File: src/rtl/signal_extension_pipe.sv
// signal_extension_pipe: widens an IN_W immediate to OUT_W (zero/sign/sign<<1/upper) behind a valid/ready pipe.
// Latency: 1 cycle from accept to Out_Valid; sustains 1 word/cycle when Out_Ready stays high.
// Backpressure: 2-entry skid (Output reg + skid reg); In_Ready is registered and drops only when both hold words.
//
// Ports:
//   Clock       rising-edge clock
//   Reset       synchronous, active-low reset
//   Input       IN_W-bit immediate to extend
//   Mode        00 zero, 01 sign, 10 sign<<1, 11 upper-load
//   In_Valid    Input/Mode valid
//   In_Ready    block accepts Input this cycle (registered)
//   Output      OUT_W-bit extended result
//   Out_Valid   Output valid
//   Out_Ready   consumer accepts Output
//   Xfer_Count  completed output transfers (counter only with SIGNAL_EXT_PIPE_COUNT_EN, else 0)
//
// Optional feature macro: SIGNAL_EXT_PIPE_COUNT_EN builds the wrapping transfer counter.

module signal_extension_pipe #(
  parameter int IN_W  = 11,
  parameter int OUT_W = 16,
  parameter int CNT_W = 16
) (
  input  logic             Clock,
  input  logic             Reset,
  input  logic [IN_W-1:0]  Input,
  input  logic [1:0]       Mode,
  input  logic             In_Valid,
  output logic             In_Ready,
  output logic [OUT_W-1:0] Output,
  output logic             Out_Valid,
  input  logic             Out_Ready,
  output logic [CNT_W-1:0] Xfer_Count
);

  if (IN_W < 1 || IN_W > OUT_W || OUT_W > 32) begin : g_bad_params
    $error("signal_extension_pipe: illegal widths IN_W=%0d OUT_W=%0d", IN_W, OUT_W);
  end

  typedef enum logic [1:0] {
    EMPTY = 2'd0,
    ONE   = 2'd1,
    FULL  = 2'd2
  } state_t;

  state_t           state;
  logic [OUT_W-1:0] out_reg;
  logic [OUT_W-1:0] skid_reg;
  logic             in_rdy_reg;
  logic             out_vld_reg;

  logic             accept;
  logic             emit;

  // Extension datapath. Built by overlaying Input onto a filled vector so the
  // IN_W==OUT_W case needs no zero-width replication.
  logic [OUT_W-1:0] zext;
  logic [OUT_W-1:0] sext;
  logic [OUT_W-1:0] upper;
  logic [OUT_W-1:0] ext_val;

  always_comb begin
    zext               = '0;
    zext[IN_W-1:0]     = Input;
    sext               = {OUT_W{Input[IN_W-1]}};
    sext[IN_W-1:0]     = Input;
    upper              = '0;
    upper[OUT_W-1 -: IN_W] = Input;
    ext_val            = zext;
    case (Mode)
      2'b00:   ext_val = zext;
      2'b01:   ext_val = sext;
      2'b10:   ext_val = sext << 1;  // MSB falls off, bit 0 becomes 0
      default: ext_val = upper;
    endcase
  end

  assign accept = In_Valid & in_rdy_reg;
  assign emit   = out_vld_reg & Out_Ready;

  // Output reg always holds the oldest word; skid reg holds the second one
  // only while a stalled consumer let the producer push one more.
  always_ff @(posedge Clock) begin
    if (!Reset) begin
      state       <= EMPTY;
      out_reg     <= '0;
      skid_reg    <= '0;
      in_rdy_reg  <= 1'b1;
      out_vld_reg <= 1'b0;
    end else begin
      case (state)
        EMPTY: begin
          if (accept) begin
            out_reg     <= ext_val;
            state       <= ONE;
            out_vld_reg <= 1'b1;
            in_rdy_reg  <= 1'b1;
          end
        end
        ONE: begin
          if (accept && emit) begin
            out_reg <= ext_val;
          end else if (accept) begin
            skid_reg   <= ext_val;
            state      <= FULL;
            in_rdy_reg <= 1'b0;
          end else if (emit) begin
            state       <= EMPTY;
            out_vld_reg <= 1'b0;
          end
        end
        FULL: begin
          // In_Ready is low here, so only the drain side can move.
          if (emit) begin
            out_reg    <= skid_reg;
            state      <= ONE;
            in_rdy_reg <= 1'b1;
          end
        end
        default: begin
          state       <= EMPTY;
          in_rdy_reg  <= 1'b1;
          out_vld_reg <= 1'b0;
        end
      endcase
    end
  end

  assign In_Ready  = in_rdy_reg;
  assign Out_Valid = out_vld_reg;
  assign Output    = out_reg;

`ifdef SIGNAL_EXT_PIPE_COUNT_EN
  logic [CNT_W-1:0] xfer_cnt;

  always_ff @(posedge Clock) begin
    if (!Reset) begin
      xfer_cnt <= '0;
    end else if (emit) begin
      xfer_cnt <= xfer_cnt + CNT_W'(1);  // wraps naturally at 2^CNT_W
    end
  end

  assign Xfer_Count = xfer_cnt;
`else
  assign Xfer_Count = '0;
`endif

endmodule

File: config.mk
export PLATFORM = sky130hd
export DESIGN_NAME = signal_extension_pipe
export DESIGN_NICKNAME = d
export VERILOG_FILES = /design/src/rtl/signal_extension_pipe.sv
export SDC_FILE = /design/constraint.sdc
export NUM_CORES = 1
export LEC_CHECK = 0
export CAP_MARGIN = 30
export CORE_ASPECT_RATIO = 0.5
export CORE_MARGIN = 2
export CORE_UTILIZATION = 25
export DETAILED_ROUTE_END_ITERATION = 10
export PLACE_DENSITY_LB_ADDON = 0.05
export SLEW_MARGIN = 5
export SYNTH_ARGS = -nofsm -noshare
export SYNTH_HDL_FRONTEND = slang
export SYNTH_SLANG_ARGS = --single-unit
File: constraint.sdc
create_clock -name Clock -period 1.76 [get_ports Clock]
set_clock_uncertainty 0.2 [all_clocks]
set_input_delay 0.264 -clock Clock [delete_from_list [all_inputs] [get_ports Clock]]
set_output_delay 0.264 -clock Clock [all_outputs]
set_load 0.01 [all_outputs]
======== After elaboration in Yosys (flattened, before gate mapping) ========
Index checks and enable logic that the tools add are counted.
word-level totals
  memory bits (read-only) ................. 0
  bits in writable memories ............... 0
  output and inout port bits .............. 34
  register bits ........................... 36
  memories kept ........................... 0
  bits in latches ......................... 0
cells by class
  bitwise gates (word level) .............. 4
  div/mod/pow operators ................... 0
  mux-type cells .......................... 20
  equality and inequality tests ........... 12
  $mul .................................... 0
  add/sub/neg operators ................... 0
  reduce and logical (&&, ||, !) cells .... 9
  order comparisons ....................... 0
  shift operators ......................... 0
operators with widths
  kind                  count
  $pmux W16 S3          2
  $mux W16              3
  $ne A2 B2 Y1 const B  7
  $reduce_and A4 Y1     3
  $mux W2               5
  $mux W1               7
  $pmux W1 S3           2
  $pmux W2 S3           1
  $reduce_and A5 Y1     1
  $eq A2 B1 Y1 const B  2
  $eq A2 B2 Y1 const B  2
  $logic_not A2 Y1      2
  $ne A3 B3 Y1 const B  1
  $reduce_and A3 Y1     1
  $reduce_bool A3 Y1    1
  $and A1 B1 Y1         2
  $not A1 Y1            2
  $logic_and A1 B1 Y1   1

======== Longest topological paths before layout ========
Gate-level depths: netlist of the first run.
  depth after elaboration ................. 5
  gate-level depth with buffers ........... 7
  mapped depth without buffers ............ 4

======== Worst setup path after synthesis of the first run ========
No wires, ideal clock.
  path kind ............................... reg2reg
  start point ............................. register out_vld_reg, in the netlist Out_Valid
  end point ............................... register skid_reg[11]
  arrival ................................. 1.304 ns
  path slack .............................. 0.139 ns
  library setup time ...................... 0.116 ns
  cell stages (with the launch flop) ...... 7
  period minus slack after synthesis ...... 1.621 ns
  path through ............................ dfxtp_1 nand2_1 and4_1 buf_4 buf_6 buf_6 o211a_1
between the ends
  longest elaborated chain between the ends .. 4
RTL lines
  what                                line  RTL
  start: declaration                  50    logic out_vld_reg;
  start signal: assignment            89    out_vld_reg <= 1'b0;
  start signal: assignment            96    out_vld_reg <= 1'b1;
  start signal: assignment            109   out_vld_reg <= 1'b0;
  $and A1 B1 Y1                       79    assign emit = out_vld_reg & Out_Ready;
  $logic_and A1 B1 Y1                 101   if (accept && emit) begin
  $not A1 Y1 (no source line)         --
  $reduce_and A3 Y1 (no source line)  --
  end signal: assignment              104   skid_reg <= ext_val;
  end: declaration                    48    logic [OUT_W-1:0] skid_reg;
No other way between the ends.
A chain may end at the register's enable or synchronous reset.

======== Final worst setup path of the first run ========
  start point ............................. register in_rdy_reg, in the netlist In_Ready
  end point ............................... output In_Ready
RTL lines
  what                      line  RTL
  start: declaration        49    logic in_rdy_reg;
  start signal: assignment  88    in_rdy_reg <= 1'b1;
  start signal: assignment  97    in_rdy_reg <= 1'b1;
  start signal: assignment  106   in_rdy_reg <= 1'b0;
  end: declaration          29    output logic In_Ready,
No word-level cell between the ends.

==> results.json, run 1 <==
{
  "intPower_w": 0.001789,
  "die_x_um": 130.1,
  "p_seq_frac": 0.379,
  "nNetsFinal": 289,
  "synthesis.area_mm2": 0.001987,
  "placed_cells": 369,
  "drv_cap": 0,
  "synth_area_leaders": "dfxtp_1 36%, mux2i_1 10%, buf_4 6.4%",
  "num_rows": 22,
  "p_leak_nw": 1.229,
  "syn-mean-instance-area_um2": 8.950,
  "ys_warn_count": 0,
  "final.setup.tns_ps": 0,
  "r2r-start": "state[1]$_SDFFE_PN0P_",
  "grt_use_total": 0.1324,
  "worst-path-stages": 1,
  "ir_worst_vdd_mv": 0.3358,
  "ys_seq_area_frac": 0.3627,
  "cp_cell_sequence": "clkdlybuf4s50_1",
  "rsz0062_at_grt": "false",
  "final_core_util": 0.3641,
  "layout-drive-gt1-share": 0.2308,
  "antenna_found_initial": 0,
  "area_growth_pct": 37.72,
  "fmax_ghz": 0.5925,
  "cts_buffer_depth": 2,
  "postRouteAntennaNets": 0,
  "insertion_delay_ps": 280,
  "firstDrtPassIters": 4,
  "instances_no_fill": 381,
  "yosys.area.top_type": "dfxtp_1",
  "cp_top_family": "buffers and inverters",
  "die_area_mm2": 0.008720,
  "post-dp-hpwl_um": 3830,
  "arrival_ps": 1220,
  "hold_class": "input pin to flop",
  "ys_ff_latch": 36,
  "cp-start-kind": "flop",
  "viasPerCell": 4.507,
  "cp_max_fo": 7,
  "grt_first_pass_wirelength_um": 8576,
  "synth_edf_count": 0,
  "p_clk_frac": 0.364,
  "min_from": "Out_Ready",
  "switching_share": 0.2874,
  "diodes": 0,
  "postPlaceCellArea_mm2": 0.002482,
  "critical_path_required_ps": 1300,
  "gp_congestion": 0.7894,
  "die_h_um": 67.04,
  "maxSlewViolCount": 0,
  "path_buf_inv": 1,
  "crit_type": "flop to output pin",
  "power_frac_comb": 0.257,
  "grt_max_degree": 26,
  "synth_most_common_cell": "dfxtp_1",
  "crit_path_end": "In_Ready",
  "setup_viol": 0,
  "cts_tree": "yes",
  "cts.sinks": 36,
  "critPathLaunch": "In_Ready$_SDFFE_PN1P_",
  "netSwitchingPower_w": 0.0007214,
  "drc": 0,
  "initial_utilization": 0.2644,
  "routedWlPerCell_um": 14.81,
  "endpoint_kind": "output pin",
  "clkTransAtPathRegs_ps": 60,
  "ios": 51,
  "gr-total-overflow": 0,
  "ctsRootBufferMaster": "clkbuf_16",
  "htree_levels": 2,
  "vias": 1717,
  "port-buffer-count": 34,
  "reg2reg_slack_ps": 80,
  "status": "finished, final reports clean",
  "fin_crit_ps": 1688,
  "cp_slowest_cell": "clkdlybuf4s50_1",
  "synth_cells": 222,
  "powerDensity_mw_per_mm2": 917.3,
  "async_reset_ff_frac": 0,
  "hold_viol_final": 0,
  "synthTopCellsByCount": "36 x dfxtp_1, 20 x a21oi_1, 20 x mux2i_1",
  "drt-total-wl_um": 5642,
  "period_share": 0.9590,
  "r2r_cells": 5,
  "hold_slack_ps": 236.3,
  "grt_pass1_vias": 1646,
  "synth_cell_types": 35,
  "reg2reg_to": "Output[14]$_SDFFE_PN0P_",
  "cts_inserted_buffers": 5,
  "drt-initial-drc-count": 98,
  "netlist.area_leader.share": 0.3627,
  "cpPeakStageDelay_ps": 560,
  "synth_flop_cell": "dfxtp_1",
  "stdcell_area_mm2": 0.002736,
  "core-area_mm2": 0.007515
}
power groups by stage:
| stage | clock [W] | sequential (W) | combinational [W] |
|---|---|---|---|
| 3_3_place_gp | 0 | 0.000968 | 0.000586 |
| 3_5_place_dp | 0 | 0.000967 | 0.000588 |
| 4_1_cts | 0.000932 | 0.000951 | 0.000610 |
| 6_report | 0.000914 | 0.000951 | 0.000644 |
| 2_1_floorplan | 0 | 0.000982 | 0.000345 |
| 5_1_grt | 0.000980 | 0.000963 | 0.000708 |
metrics by stage:
step | total power, W | setup slack [ps]
finish | 0.002510 | 72.18
global route | 0.002651 | 13.81
CTS | 0.002493 | 1.694
detailed placement | 0.001555 | -419.9
global placement | 0.001554 | -425.8
floorplan | 0.001327 | 139.5
per-layer routing:
| metal | up-vias | wire, um | GRT usage | share of wire |
|---|---|---|---|---|
| met1 | 796 | 3178 | 0.1907 | 0.56 |
| met4 | 0 | 56 | 0.03629 | 0.0099 |
| li1 | 862 | - | - | - |
| met2 | 52 | 2045 | 0.1872 | 0.36 |
| met3 | 7 | 362 | 0.04096 | 0.064 |
| met5 | - | 0 | 0 | 0 |
cells in the final DEF, fill, tap and decap left out, drive strengths merged, types with 2 or more instances in the layout:
| cell | netlist | layout |
|---|---|---|
| a211o | 1 | 2 |
| a211oi | 5 | 5 |
| a21oi | 20 | 20 |
| a31o | 4 | 4 |
| and2 | 2 | 2 |
| and3b | 2 | 2 |
| buf | 25 | 25 |
| clkbuf | 8 | 7 |
| clkdlybuf4s50 | 0 | 29 |
| clkinv | 0 | 2 |
| conb | 1 | 16 |
| dfxtp | 36 | 36 |
| dlymetal6s2s | 0 | 4 |
| inv | 3 | 3 |
| mux2 | 4 | 4 |
| mux2i | 20 | 20 |
| nand2 | 16 | 16 |
| nand3 | 7 | 7 |
| nor2 | 9 | 9 |
| nor2b | 14 | 14 |
| o211a | 10 | 10 |
| o21a | 4 | 4 |
| o21ai | 19 | 19 |
| o221ai | 4 | 4 |
final cells by class:
class / count / area (um2)
Clock buffer: 6 / 138.9
Clock inverter: 2 / 10.01
Fill cell: 783 / 4778
Inverter: 3 / 11.26
Multi-Input combinational cell: 166 / 1140
Sequential cell: 36 / 726.9
Tap cell: 108 / 135.1
Timing Repair Buffer: 60 / 574.3
worst min path at each step:
| stage | to | slack [ps] | cells after the start |
|---|---|---|---|
| 2_1_floorplan | skid_reg[11]$_SDFFE_PN0P_ | 270 | 1 |
| 3_3_place_gp | Output[3]$_SDFFE_PN0P_ | 260 | 2 |
| 3_5_place_dp | Output[2]$_SDFFE_PN0P_ | 270 | 2 |
| 4_1_cts | Output[2]$_SDFFE_PN0P_ | 280 | 2 |
| 5_1_grt | Out_Valid$_SDFFE_PN0P_ | 270 | 3 |
| 6_report | Out_Valid$_SDFFE_PN0P_ | 240 | 3 |
cells by family (layout without fill, tap and decap cells):
logic type             count (synthesis)  count (layout)  share of synthesized area
AOI/OAI and AO/OA                     69              70                     0.2412
buffers and inverters                 36              71                     0.1171
DFF                                   36              36                     0.3627
muxes                                 24              24                     0.1234
other                                  1              16                   0.001887
and+or+nand+nor                       56              56                     0.1537
repair_timing:
action                     CTS  global route
gates resized for setup      8            16
gates cloned                 0             2
pin swaps                    1             2
buffers inserted             2             0
hold buffers                 0             0
setup endpoints to repair   12            27
(Power assumes the default switching activity.)
==> run 2, diff against run 1 <==
--- a/config.mk
+++ b/config.mk
@@ -5,6 +5,7 @@
 export SDC_FILE = /design/constraint.sdc
 export NUM_CORES = 1
 export LEC_CHECK = 0
+export ABC_AREA = 1
 export CAP_MARGIN = 30
 export CORE_ASPECT_RATIO = 0.5
 export CORE_MARGIN = 2
==> results.json, run 2 <==
{
  "status": "finished, final reports clean",
  "cp_slowest_cell": "clkdlybuf4s50_1",
  "reg2reg_slack_ps": 180,
  "clkTransAtPathRegs_ps": 60,
  "post-dp-hpwl_um": 4112,
  "fillers": 942,
  "synth_cell_types": 21,
  "core-area_mm2": 0.008618,
  "cts_hold_buf": 0,
  "pre_cts_slack_ps": -198.9,
  "fin_crit_ps": 1666,
  "p_leak_nw": 1.398,
  "gr-total-overflow": 0,
  "synth_most_common_cell": "nand2_1",
  "gp_congestion": 0.7834,
  "yosys.area.top_type": "dfxtp_1",
  "nNetsFinal": 415,
  "final_common_cell": "nand2_1",
  "fmax_ghz": 0.6002,
  "grt_use_total": 0.1266,
  "synth_flop_cell": "dfxtp_1",
  "cts_buffer_depth": 2,
  "die_area_mm2": 0.009626,
  "grt_first_pass_wirelength_um": 9446,
  "cts_inserted_buffers": 5,
  "fin_ws_ps": 93.91,
  "routedWlPerCell_um": 10.75,
  "layout_common_cells": "103 x nand2_1, 56 x nor2_1, 48 x inv_1",
  "critPathLaunch": "Out_Ready",
  "period_share": 0.9466,
  "ys_warn_count": 0,
  "cp_cell_sequence": "clkdlybuf4s50_1 -> nand2_2 -> nand2_1 -> buf_4 -> nand3_1 -> nor2_1 -> nor2_1",
  "r2r_cells": 8,
  "placed_cells": 508,
  "die_h_um": 70.39,
  "final_core_util": 0.3262,
  "netlist.area_leader.share": 0.3271,
  "crit_path_end": "Output[10]$_SDFFE_PN0P_",
  "critical_path_required_ps": 1740,
  "die_x_um": 136.8,
  "cpPeakStageDelay_ps": 470,
  "diodes": 0,
  "synth_cells": 360,
  "cts.sinks": 36,
  "layout-drive-gt1-share": 0.1103,
  "ys_ff_latch": 36,
  "ys_seq_area_frac": 0.3271,
  "insertion_delay_ps": 280,
  "drv_cap": 0,
  "num_rows": 24,
  "cts_tree": "yes",
  "power_w": 0.002478,
  "rsz0062_at_grt": "false",
  "final.setup.tns_ps": 0,
  "initial_utilization": 0.2557,
  "hold_class": "flop to flop",
  "crit_type": "input pin to flop",
  "vias": 2122,
  "synth_area_leaders": "dfxtp_1 33%, nand2_1 18%, nand3_1 9.8%",
  "synth_edf_count": 0,
  "antenna_found_initial": 0,
  "hold_viol_final": 0,
  "syn-mean-instance-area_um2": 6.120,
  "synthTopCellsByCount": "104 x nand2_1, 56 x nor2_1, 49 x inv_1",
  "cp-start-kind": "input pin",
  "grt_max_degree": 33,
  "cts_setup_buffers": 0,
  "instances_no_fill": 516,
  "setup_viol": 0,
  "htree_levels": 2,
  "drt-initial-drc-count": 85,
  "ios": 51,
  "ir_worst_vdd_mv": 0.3621,
  "r2r-start": "state[0]$_SDFFE_PN0P_",
  "port-buffer-count": 34,
  "powerDensity_mw_per_mm2": 881.4,
  "async_reset_ff_frac": 0,
  "cts.repair.resized": 0,
  "synthesis.area_mm2": 0.002203,
  "viasPerCell": 4.112,
  "arrival_ps": 1650,
  "drc": 0,
  "drt-total-wl_um": 5549,
  "ctsRootBufferMaster": "clkbuf_16",
  "grt_pass1_vias": 1948,
  "area_growth_pct": 27.60,
  "firstDrtPassIters": 4,
  "maxSlewViolCount": 0,
  "endpoint_kind": "flop",
  "reg2reg_to": "Output[10]$_SDFFE_PN0P_",
  "postRouteAntennaNets": 0,
  "cp_max_fo": 9,
  "timing.critical_path.mode_cell": "nor2_1"
}
[run 2: cell types whose count changed after synthesis, sizes merged, moves of 5 or more]
cell	before	now
nor2b	14	0
a21oi	20	9
o211a	10	0
nand3	7	44
a211oi	5	0
o21ai	19	10
buf	25	31
inv	3	53
nand2	16	115
nor2	9	58
clkbuf	8	2
mux2i	20	0
[run 2: kinds of logic (layout without fill, tap and decap cells)]
kind of cell | count (synthesis) | after routing | synth area share
other | 1 | 16 | 0.001702
DFF | 36 | 36 | 0.3271
buffers and inverters | 86 | 110 | 0.1976
and+or+nand+nor | 217 | 217 | 0.4259
AOI/OAI and AO/OA | 20 | 20 | 0.04770
[run 2: how the worst min path moves through the flow]
stage	startpoint	endpoint	slack, ps	cells past startpoint
floorplan	Reset	skid_reg[0]$_SDFFE_PN0P_	200	2
global placement	skid_reg[4]$_SDFFE_PN0P_	skid_reg[4]$_SDFFE_PN0P_	230	2
detailed placement	skid_reg[4]$_SDFFE_PN0P_	skid_reg[4]$_SDFFE_PN0P_	230	2
CTS	skid_reg[4]$_SDFFE_PN0P_	skid_reg[4]$_SDFFE_PN0P_	240	2
global route	skid_reg[1]$_SDFFE_PN0P_	skid_reg[1]$_SDFFE_PN0P_	260	2
finish	skid_reg[4]$_SDFFE_PN0P_	skid_reg[4]$_SDFFE_PN0P_	240	2
[run 2: final cells by class]
type | count | area [um2] | area share
multi-input combinational | 253 | 1115 | 0.3965
sequential | 36 | 720.7 | 0.2563
timing repair buffer | 49 | 481.7 | 0.1713
inverter | 53 | 198.9 | 0.07076
tap | 117 | 146.4 | 0.05207
clock buffer | 6 | 138.9 | 0.04940
clock inverter | 2 | 10.01 | 0.003560
[run 2: critical path: cells and delay by family]
| family | cells | cell delay (ps) |
|---|---|---|
| AND/OR/NAND/NOR | 5 | 670 |
| buffers and inverters | 2 | 710 |
[run 2: per-layer routing]
metal | global-route usage | vias to the layer above | wire length [um]
met1 | 0.1650 | 929 | 2733
met3 | 0.04139 | 6 | 368
met4 | 0.03241 | 0 | 50
met5 | 0 | - | 0
li1 | - | 1124 | -
met2 | 0.2011 | 63 | 2397
[run 2: report_power, final]
| part | total [W] | internal [W] | leakage (nW) | switching [W] |
|---|---|---|---|---|
| clock | 0.000914 | 0.000558 | 0.0766 | 0.000356 |
| combinational | 0.000632 | 0.000273 | 1.03 | 0.000359 |
| sequential | 0.000932 | 0.000893 | 0.296 | 0.0000385 |
[run 2: through the flow]
stage / cell area (um2) / hold slack [ps]
finish: 2811 / 242.6
global route: 2811 / 256.3
global placement: 2648 / 231.4
floorplan: 2260 / 202.4
detailed placement: 2648 / 234.5
CTS: 2796 / 243.9
==> run 3, diff against run 2 <==
--- a/config.mk
+++ b/config.mk
@@ -7,10 +7,14 @@
 export LEC_CHECK = 0
 export ABC_AREA = 1
 export CAP_MARGIN = 30
+export CELL_PAD_IN_SITES_DETAIL_PLACEMENT = 0
+export CELL_PAD_IN_SITES_GLOBAL_PLACEMENT = 1
 export CORE_ASPECT_RATIO = 0.5
 export CORE_MARGIN = 2
 export CORE_UTILIZATION = 25
+export CTS_CLUSTER_DIAMETER = 40
 export DETAILED_ROUTE_END_ITERATION = 10
+export GPL_ROUTABILITY_DRIVEN = 0
 export PLACE_DENSITY_LB_ADDON = 0.05
 export SLEW_MARGIN = 5
 export SYNTH_ARGS = -nofsm -noshare
==> results.json, run 3 (synthesis results as in run 2) <==
{
  "die_h_um": 70.39,
  "fmax_ghz": 0.6000,
  "cts.repair.resized": 0,
  "final_common_cell": "nand2_1",
  "cp_cell_sequence": "clkdlybuf4s50_1",
  "postPlaceCellArea_mm2": 0.002685,
  "period_share": 0.9470,
  "hold_viol_final": 0,
  "layout-drive-gt1-share": 0.1103,
  "vias": 2103,
  "intPower_w": 0.002136,
  "cp_top_family": "buffers and inverters",
  "diodes": 0,
  "instances_no_fill": 516,
  "r2r_cells": 8,
  "crit_type": "flop to output pin",
  "firstDrtPassIters": 6,
  "antenna_found_initial": 0,
  "initial_utilization": 0.2557,
  "layout_common_cells": "104 x nand2_1, 55 x nor2_1, 48 x inv_1",
  "post-dp-hpwl_um": 4178,
  "endpoint_kind": "output pin",
  "switching_share": 0.2665,
  "die_x_um": 136.8,
  "grt_pass1_vias": 1992,
  "ctsRootBufferMaster": "clkbuf_16",
  "gr-total-overflow": 0,
  "worst-path-stages": 1,
  "critPathLaunch": "In_Ready$_SDFFE_PN1P_",
  "grt_first_pass_wirelength_um": 9673,
  "cts.sinks": 36,
  "cts_hold_buf": 0,
  "ios": 51,
  "drt-total-wl_um": 5899,
  "stdcell_area_mm2": 0.002917,
  "maxSlewViolCount": 0,
  "reg2reg_to": "Output[7]$_SDFFE_PN0P_",
  "drc": 0,
  "hold_class": "flop to flop",
  "cp_slowest_cell": "clkdlybuf4s50_1",
  "die_area_mm2": 0.009626,
  "fin_crit_ps": 1667,
  "cts_tree": "yes",
  "nNetsFinal": 415,
  "port-buffer-count": 34,
  "grt_max_degree": 33,
  "netSwitchingPower_w": 0.0007761,
  "crit_path_end": "In_Ready",
  "area_growth_pct": 32.37,
  "insertion_delay_ps": 290,
  "htree_levels": 2,
  "ir_worst_vdd_mv": 0.3473,
  "placed_cells": 508,
  "p_seq_frac": 0.319,
  "cts_setup_buffers": 0,
  "powerDensity_mw_per_mm2": 998.6,
  "rsz0062_at_grt": "false",
  "grt_use_total": 0.1322,
  "reg2reg_slack_ps": 200,
  "cp_max_fo": 3,
  "path_buf_inv": 1,
  "cp-start-kind": "flop",
  "num_rows": 24,
  "power_frac_comb": 0.225,
  "routedWlPerCell_um": 11.43,
  "core-area_mm2": 0.008618,
  "drt-initial-drc-count": 73,
  "p_clk_frac": 0.455,
  "r2r-start": "In_Ready$_SDFFE_PN1P_",
  "viasPerCell": 4.076,
  "clkTransAtPathRegs_ps": 60,
  "cts_buffer_depth": 2,
  "drv_cap": 0,
  "status": "finished, final reports clean",
  "setup_viol": 0,
  "arrival_ps": 1200,
  "p_leak_nw": 1.440,
  "cts_inserted_buffers": 5,
  "postRouteAntennaNets": 0,
  "cpPeakStageDelay_ps": 550,
  "critical_path_required_ps": 1300
}
## run 3: changes by cell type in the layout (fill, tap and decap cells not counted), moves of 2 or more
cell and change:
nand2_2 -2, buf_4 -2, bufinv_16 +3, buf_12 +3
clkinv_2 -2
## run 3: cell type report
class	instances	area, um2
inverter	53	198.9
sequential	36	720.7
clock buffer	5	125.1
multi-input combinational	253	1120
tap	117	146.4
timing repair buffer	49	515.5
fill	937	5702
clock inverter	3	90.09
## run 3: worst min path at each step
| stage | start | end | slack (ps) | depth (start not counted) |
|---|---|---|---|---|
| finish | skid_reg[0]$_SDFFE_PN0P_ | skid_reg[0]$_SDFFE_PN0P_ | 240 | 2 |
| global route | skid_reg[0]$_SDFFE_PN0P_ | skid_reg[0]$_SDFFE_PN0P_ | 270 | 2 |
| detailed placement | skid_reg[1]$_SDFFE_PN0P_ | skid_reg[1]$_SDFFE_PN0P_ | 240 | 2 |
| floorplan | Reset | skid_reg[0]$_SDFFE_PN0P_ | 200 | 2 |
| CTS | skid_reg[1]$_SDFFE_PN0P_ | skid_reg[1]$_SDFFE_PN0P_ | 250 | 2 |
| global placement | skid_reg[1]$_SDFFE_PN0P_ | skid_reg[1]$_SDFFE_PN0P_ | 230 | 2 |
## run 3: routing by layer
metal	vias up	GRT usage	part of all wire
met1	926	0.1721	0.51
met3	7	0.03776	0.045
li1	1125	-	-
met4	0	0.03819	0.0095
met2	45	0.2122	0.43
met5	-	0	0
## run 3: per-stage QoR
step           setup WS (ps)  hold WS [ps]  setup TNS (ps)  total power [W]    util
2_1_floorplan          334.3         202.4               0         0.001371       -
3_3_place_gp          -214.8         231.5           -3874         0.001601  0.3116
3_5_place_dp          -213.4         236.4           -3287         0.001600  0.3116
4_1_cts                75.89         246.7               0         0.002955  0.3365
5_1_grt                32.23         265.9               0         0.003094  0.3384
6_report               93.24         241.9               0         0.002912  0.3384
## run 3: power by group through the flow
stage	clock network (W)	registers (W)	logic, W
detailed placement	0	0.000948	0.000652
floorplan	0	0.000971	0.000400
finish	0.00133	0.000930	0.000657
global placement	0	0.000947	0.000654
global route	0.00141	0.000941	0.000744
CTS	0.00137	0.000930	0.000656
## run 3: worst reg2reg max path, delay by kind of cell, from the launching register on
family,cells,cell delay [ps]
flops,1,370
simple gates,6,640
buf+inv,2,250
